==> config.mk <==
export PLATFORM = sky130hd
export DESIGN_NAME = ecc_sed_err_stats
export DESIGN_NICKNAME = d
export VERILOG_FILES = /design/src/rtl/ecc_sed_checker_pkg.sv /design/src/rtl/ecc_sed_checker_err_stats.sv
export SDC_FILE = /design/constraint.sdc
export NUM_CORES = 1
export LEC_CHECK = 0
export ABC_AREA = 1
export CAP_MARGIN = 20
export CELL_PAD_IN_SITES_DETAIL_PLACEMENT = 0
export CELL_PAD_IN_SITES_GLOBAL_PLACEMENT = 1
export CORE_MARGIN = 3
export CORE_UTILIZATION = 38
export DETAILED_ROUTE_END_ITERATION = 8
export PLACE_DENSITY = 0.84
export SETUP_SLACK_MARGIN = 0.15
export SLEW_MARGIN = 20
export SYNTH_ARGS = -nofsm -noshare
export SYNTH_HDL_FRONTEND = slang
export SYNTH_SLANG_ARGS = --single-unit
==> constraint.sdc <==
create_clock -name clk -period 2.3 [get_ports clk]
set_input_delay 0.46 -clock clk [delete_from_list [all_inputs] [get_ports clk]]
set_output_delay 0.46 -clock clk [all_outputs]
set_load 0.05 [all_outputs]
==> src/rtl/ecc_sed_checker_pkg.sv <==
// ----------------------------------------------------------------------------
// ecc_sed_pkg
// Shared definitions for the single-error-detect checker and its bench models.
//   SED_DATA_W  : default payload width
//   SED_CW_W    : default codeword width (payload + parity)
//   SED_MAX_W   : widest codeword sed_parity() accepts (zero-extended)
//   ecc_alarm_state_t : consecutive-error alarm FSM states
//   sed_parity(): XOR reduction of a codeword; 1 means parity error
// ----------------------------------------------------------------------------
package ecc_sed_pkg;

    localparam int SED_DATA_W = 12;
    localparam int SED_CW_W   = SED_DATA_W + 1;
    localparam int SED_MAX_W  = 64;

    typedef enum logic {
        ST_OK    = 1'b0,
        ST_ALARM = 1'b1
    } ecc_alarm_state_t;

    // Zero extension does not change an XOR reduction, so callers of any
    // codeword width up to SED_MAX_W can share this one function.
    function automatic logic sed_parity(input logic [SED_MAX_W-1:0] cw);
        return ^cw;
    endfunction

endpackage

==> src/rtl/ecc_sed_checker_err_stats.sv <==
// ----------------------------------------------------------------------------
// ecc_sed_err_stats
// Error statistics for accepted codewords: saturating error counter, sticky
// flag, saturating consecutive-error counter and the OK/ALARM FSM.
//   clk, rst       : clock, synchronous active-high reset
//   i_accept       : a codeword is accepted this cycle
//   i_perr         : parity error of that codeword
//   i_clear        : clear statistics (applied before the same-cycle word)
//   o_err_sticky   : any error seen since reset/clear
//   o_err_count    : accepted erroneous words, saturating
//   o_alarm        : FSM is in ALARM
// ----------------------------------------------------------------------------
module ecc_sed_err_stats
    import ecc_sed_pkg::*;
#(
    parameter int CNT_W        = 16,
    parameter int ALARM_THRESH = 4
) (
    input  logic             clk,
    input  logic             rst,
    input  logic             i_accept,
    input  logic             i_perr,
    input  logic             i_clear,
    output logic             o_err_sticky,
    output logic [CNT_W-1:0] o_err_count,
    output logic             o_alarm
);

    localparam logic [7:0] THRESH = 8'(ALARM_THRESH);

    logic [CNT_W-1:0] r_count;
    logic             r_sticky;
    logic [7:0]       r_consec;
    ecc_alarm_state_t r_state;

    logic [CNT_W-1:0] w_count_base, w_count_nxt;
    logic             w_sticky_base, w_sticky_nxt;
    logic [7:0]       w_consec_base, w_consec_nxt;
    logic             w_err_word;
    logic             w_hit_thresh;
    ecc_alarm_state_t w_state_nxt;

    // Clear acts first, then the word accepted in the same cycle is counted
    // on top of the cleared values.
    always_comb begin
        w_count_base  = i_clear ? '0    : r_count;
        w_sticky_base = i_clear ? 1'b0  : r_sticky;
        w_consec_base = i_clear ? 8'd0  : r_consec;
        w_err_word    = i_accept && i_perr;

        w_count_nxt   = w_count_base;
        w_sticky_nxt  = w_sticky_base;
        w_consec_nxt  = w_consec_base;

        if (w_err_word) begin
            if (w_count_base != '1)
                w_count_nxt = w_count_base + CNT_W'(1);
            w_sticky_nxt = 1'b1;
            if (w_consec_base < THRESH)
                w_consec_nxt = w_consec_base + 8'd1;
        end else if (i_accept) begin
            w_consec_nxt = 8'd0;
        end

        w_hit_thresh = w_err_word && (w_consec_nxt == THRESH);
    end

    always_ff @(posedge clk) begin
        if (rst) begin
            r_count  <= '0;
            r_sticky <= 1'b0;
            r_consec <= 8'd0;
        end else begin
            r_count  <= w_count_nxt;
            r_sticky <= w_sticky_nxt;
            r_consec <= w_consec_nxt;
        end
    end

    // FSM state register
    always_ff @(posedge clk) begin
        if (rst)
            r_state <= ST_OK;
        else
            r_state <= w_state_nxt;
    end

    // FSM next state / output. ALARM is left only through clear; a clean
    // word merely zeroes consec.
    always_comb begin
        w_state_nxt = r_state;
        o_alarm     = 1'b0;
        case (r_state)
            ST_OK: begin
                if (w_hit_thresh)
                    w_state_nxt = ST_ALARM;
            end
            ST_ALARM: begin
                o_alarm = 1'b1;
                if (i_clear)
                    w_state_nxt = w_hit_thresh ? ST_ALARM : ST_OK;
            end
            default: w_state_nxt = ST_OK;
        endcase
    end

    assign o_err_sticky = r_sticky;
    assign o_err_count  = r_count;

endmodule

# After elaboration in Yosys (flattened, before gate mapping)
# Cells that the tools add are included.
# word_totals
register_bits	26
input_bits	5
# classes
add_sub_neg	2
order_cmp	1
eq_ne	2
n_mux	13
n_bitwise	1
n_reduce_logical	3
# op_table
operator	n
$mux W16	3
$mux W8	4
$add A16 B1 Y16 const B	1
$ne A16 B16 Y1 const B	1
$add A8 B1 Y8 const B	1
$eq A8 B3 Y1 const B	1
$lt A8 B3 Y1 const B	1
$mux W1	5
$logic_and A1 B1 Y1	2
$pmux W1 S2	1
$reduce_bool A2 Y1	1
$not A1 Y1	1

# Longest topological paths before layout
# Gate-level depths: netlist (run 1).
# logic_depth
ltp_word	9
depth_mapped	14
mapped_depth_nobuf	13

# Worst setup path after synthesis (run 1)
# No wires, ideal clock.
# synth_timing
kind	register to register
from	register r_count[1], in the netlist o_err_count[1]
to	register r_count[11], in the netlist o_err_count[11]
setup_time_ns	0.063
t_arrival_ns	1.914
t_required_ns	2.237
setup_slack_ns	0.323
path_stages_with_launch	14
cell_sequence	dfxtp_1 -> inv_1 -> nor2_4 -> ha_1 -> nand3_4 -> inv_2 -> nand3_2 -> nor3_4 -> nand2_2 -> nand2_2 -> inv_1 -> nand3_1 -> nand2_1 -> nor2_2
# synth_between
elab_chain_cells	4
word_cells_on_any_way	5
cone_classes	1 x add/sub; 1 x eq/ne; 3 x mux
# synth_lines
item	line_no	source
from (decl)	ecc_sed_checker_err_stats.sv:31	logic [CNT_W-1:0] r_count;
from (signal assigned)	ecc_sed_checker_err_stats.sv:74	r_count <= w_count_nxt;
$mux W16 *	ecc_sed_checker_err_stats.sv:46	w_count_base = i_clear ? '0 : r_count;
$add A16 B1 Y16 / $ne A16 B16 Y1 (equally long branches)	ecc_sed_checker_err_stats.sv:57, ecc_sed_checker_err_stats.sv:56	
$mux W16 *	ecc_sed_checker_err_stats.sv:56	if (w_count_base != '1)
$mux W16 *	ecc_sed_checker_err_stats.sv:55	if (w_err_word) begin
# Every way passes the cells marked *; elsewhere a longest branch is shown, timed or not.
# A chain may end at the register's enable or synchronous reset.

# Final worst setup path (run 1)
# layout_timing
from	register r_count[3], in the netlist o_err_count[3]
to	output o_err_count[3]
# layout_rtl
item	line_no	source
to (decl)	ecc_sed_checker_err_stats.sv:25	output logic [CNT_W-1:0] o_err_count,
# No word-level cell between the ends.

==> results of run 1 <==
worst max path at each step:
stage / slack (ns) / start / cells past startpoint / end
CTS: 0.18 / i_clear / 14 / o_err_count[11]$_SDFF_PP0_
global route: 0.22 / o_err_count[3]$_SDFF_PP0_ / 1 / o_err_count[3]
detailed placement: -0.10 / i_clear / 11 / o_err_count[14]$_SDFF_PP0_
floorplan: 0.32 / o_err_count[1]$_SDFF_PP0_ / 13 / o_err_count[11]$_SDFF_PP0_
global placement: -0.06 / i_clear / 13 / r_state$_SDFF_PP0_
finish: 0.27 / o_err_count[3]$_SDFF_PP0_ / 1 / o_err_count[3]
layout make-up:
type,instances,area [µm²],share of cell area
tap,48,60.1,0.0273
clock inverter,1,30.0,0.0137
inverter,30,113,0.0512
timing repair buffer,59,529,0.241
clock buffer,3,41.3,0.0188
multi-input combinational,168,905,0.411
sequential,26,520,0.237
per-layer routing:
layer	routed length, µm	vias to the layer above	track usage	part of all wire
li1	-	848	-	-
met1	1900	695	0.235	0.50
met2	1720	31	0.255	0.45
met3	129	7	0.0216	0.034
met4	61	0	0.0511	0.016
met5	0	-	0	0
tightest hold or removal path, stage by stage, from the launching register on:
cell	delay [ns]
dfxtp_1	0.32
nand2_1	0.06
a21oi_1	0.05
repair_timing:
item / in CTS / in global routing
setup buffers: 0 / 1
setup endpoints to repair: 0 / 17
gates resized for setup: 0 / 6
hold buffers: 0 / 0
Yosys cell counts:
cell type,number
o211ai_1,1
nor2_2,4
nand2_1,55
inv_1,28
clkbuf_1,3
nand3_2,3
o21ai_1,6
nand2_2,4
xnor2_1,3
ha_1,2
o21a_1,1
nor3_1,3
inv_2,2
nor2_4,4
a21oi_1,16
buf_2,1
buf_6,2
nor2_1,24
nor3_2,1
nand4_1,3
clkbuf_2,1
dfxtp_1,26
nand3_4,1
nand3b_1,1
nand3_1,17
o21ai_0,11
nor3_4,3
xor2_1,5
stage by stage:
| step | setup WS [ns] | area, µm² | hold slack [ns] | setup TNS, ns | power, mW |
|---|---|---|---|---|---|
| global placement | -0.0606 | 2110 | 0.449 | -0.620 | 0.564 |
| finish | 0.275 | 2200 | 0.472 | 0 | 0.933 |
| CTS | 0.177 | 2180 | 0.474 | 0 | 0.945 |
| global route | 0.222 | 2200 | 0.485 | 0 | 0.972 |
| detailed placement | -0.104 | 2110 | 0.456 | -1.26 | 0.563 |
| floorplan | 0.323 | 1580 | 0.443 | 0 | 0.516 |
sequential cells by signal, indices dropped and copies added, names as in the netlist:
signal	flops
r_consec	8
r_state	1
o_err_sticky	1
o_err_count	16
where the power goes:
group | switching [mW] | total, mW | internal (mW) | leakage, nW
Combinational | 0.0559 | 0.0971 | 0.0412 | 0.697
Clock | 0.147 | 0.380 | 0.233 | 0.0357
Sequential | 0.00242 | 0.456 | 0.454 | 0.210
Total | 0.206 | 0.933 | 0.728 | 0.942
cells by family (layout without fill, tap and decap cells):
group / count (synthesis) / in the layout / share of synthesized area
adder cells (fa/ha/maj): 2 / 2 / 0.0159
XOR/XNOR: 8 / 8 / 0.0444
AO/OA/AOI/OAI: 35 / 35 / 0.114
AND/OR/NAND/NOR: 123 / 123 / 0.396
flip-flops: 26 / 26 / 0.330
buffers and inverters: 37 / 93 / 0.0992
==> results_dict.tcl, run 1 <==
set metrics [dict create \
    yosysSeqAreaShare 0.330 \
    slowest_stage "clkdlybuf4s50_1" \
    power_density_nw_per_um2 425 \
    worstPathRequired_ns 1.84 \
    rrSetupSlack_ns 0.59 \
    area_growth_pct 39.4 \
    grt_pass1_vias 1470 \
    ios 23 \
    cts_sinks 26 \
    gp_congestion 0.855 \
    dp.cells 330 \
    nNetsFinal 295 \
    wl_mm 3.81 \
    syn_area_per_cell_um2 6.82 \
    hold_violations 0 \
    rr_endpoint "o_err_count[11]$_SDFF_PP0_" \
    dpl.hpwl_mm 3.07 \
    avgViaCountPerCell 4.72 \
    crit_family "buffers and inverters" \
    grt_pass1_wl_mm 6.60 \
    maxCapViolCount 0 \
    drt_iter0_markers 58 \
    die_h_um 70.4 \
    critical_path_class "reg2out" \
    fin_crit_sh 0.880 \
    synth_top_cell_by_area "dfxtp_1" \
    status "complete, no violations" \
    vias 1581 \
    cp_num_buf_inv 1 \
    fillers 366 \
    ys_top_cells_by_area "dfxtp_1 (33%), nand2_1 (13%), inv_1 (6.7%), nor2_1 (5.7%), nand3_1 (5.4%)" \
    cts-htree-levels 1 \
    post_drt_wl_per_cell_um 11.4 \
    cts-root-buf "clkbuf_8" \
    cts_tree "done" \
    r2r-start "o_err_count[0]$_SDFF_PP0_" \
    numCtsBuffers 3 \
    ant_nets 0 \
    die_width_um 70.4 \
    clk_pin_slew_ns 0.09 \
    post-route-min-period_ns 2.03 \
    antenna_found_initial 0 \
    rows 22 \
    n_antenna_cell 0 \
    synth.distinct_cells 28 \
    crit_chain "clkdlybuf4s50_1" \
    holdPathStages 2 \
    critPathArrivalTime_ns 1.57 \
    hp-class "reg2reg" \
    r2r_cells 13 \
    synth_seq_cells 26 \
    rsz0062_at_grt "false" \
    grt_max_degree 16 \
    initial_utilization 0.412 \
    dieArea_um2 4960 \
    grt_overflow_total 0 \
    core_area_um2 3830 \
    fin_worst_skew_ns 0.00529 \
    whs_endpoint "o_err_sticky$_SDFFE_PP0P_" \
    critPathCaptureType "primary output" \
    synth_fp_nets 238 \
    drv_slew 0 \
    synth_cells 231 \
    max_stage_delay_ns 0.84 \
    peakVddDrop_v 0.000336 \
    max_freq_ghz 0.494 \
    yosysWarnings 0 \
    final_cell_count_no_fill 335 \
    worst_pin_slew_ns 0.527 \
    syn_area_um2 1580 \
    min-delay-start "o_err_sticky$_SDFFE_PP0P_" \
    synth_top_area_frac 0.330 \
    cp_max_fo 4 \
    setup_viol 0 \
    drive_gt1_frac 0.226 \
    final_common_cell "nand2_1" \
    leakage_nw 0.942 \
    grt_usage 0.165 \
    clk_path_buf_depth 2 \
    layout_common_cells "nand2_1 (55), buf_4 (34), inv_1 (28)" \
    remaining_drc_errors 0 \
    port_buffers 22 \
    relSlewSlack 0.648 \
    start_kind "register" \
    dr.pass1.iters 4 \
    clkLatencyLatePin_ns 0.27 \
    finalCoreUtilization 0.575 \
]
(Power assumes the default switching activity.)
==> run 2, diff against run 1 <==
--- a/config.mk
+++ b/config.mk
@@ -12,6 +12,7 @@
 export CORE_MARGIN = 3
 export CORE_UTILIZATION = 38
 export DETAILED_ROUTE_END_ITERATION = 8
+export HOLD_SLACK_MARGIN = 0.08
 export PLACE_DENSITY = 0.84
 export SETUP_SLACK_MARGIN = 0.15
 export SLEW_MARGIN = 20
==> results of run 2 <==
Final layout, timing and power as in run 1 (identical DEF).
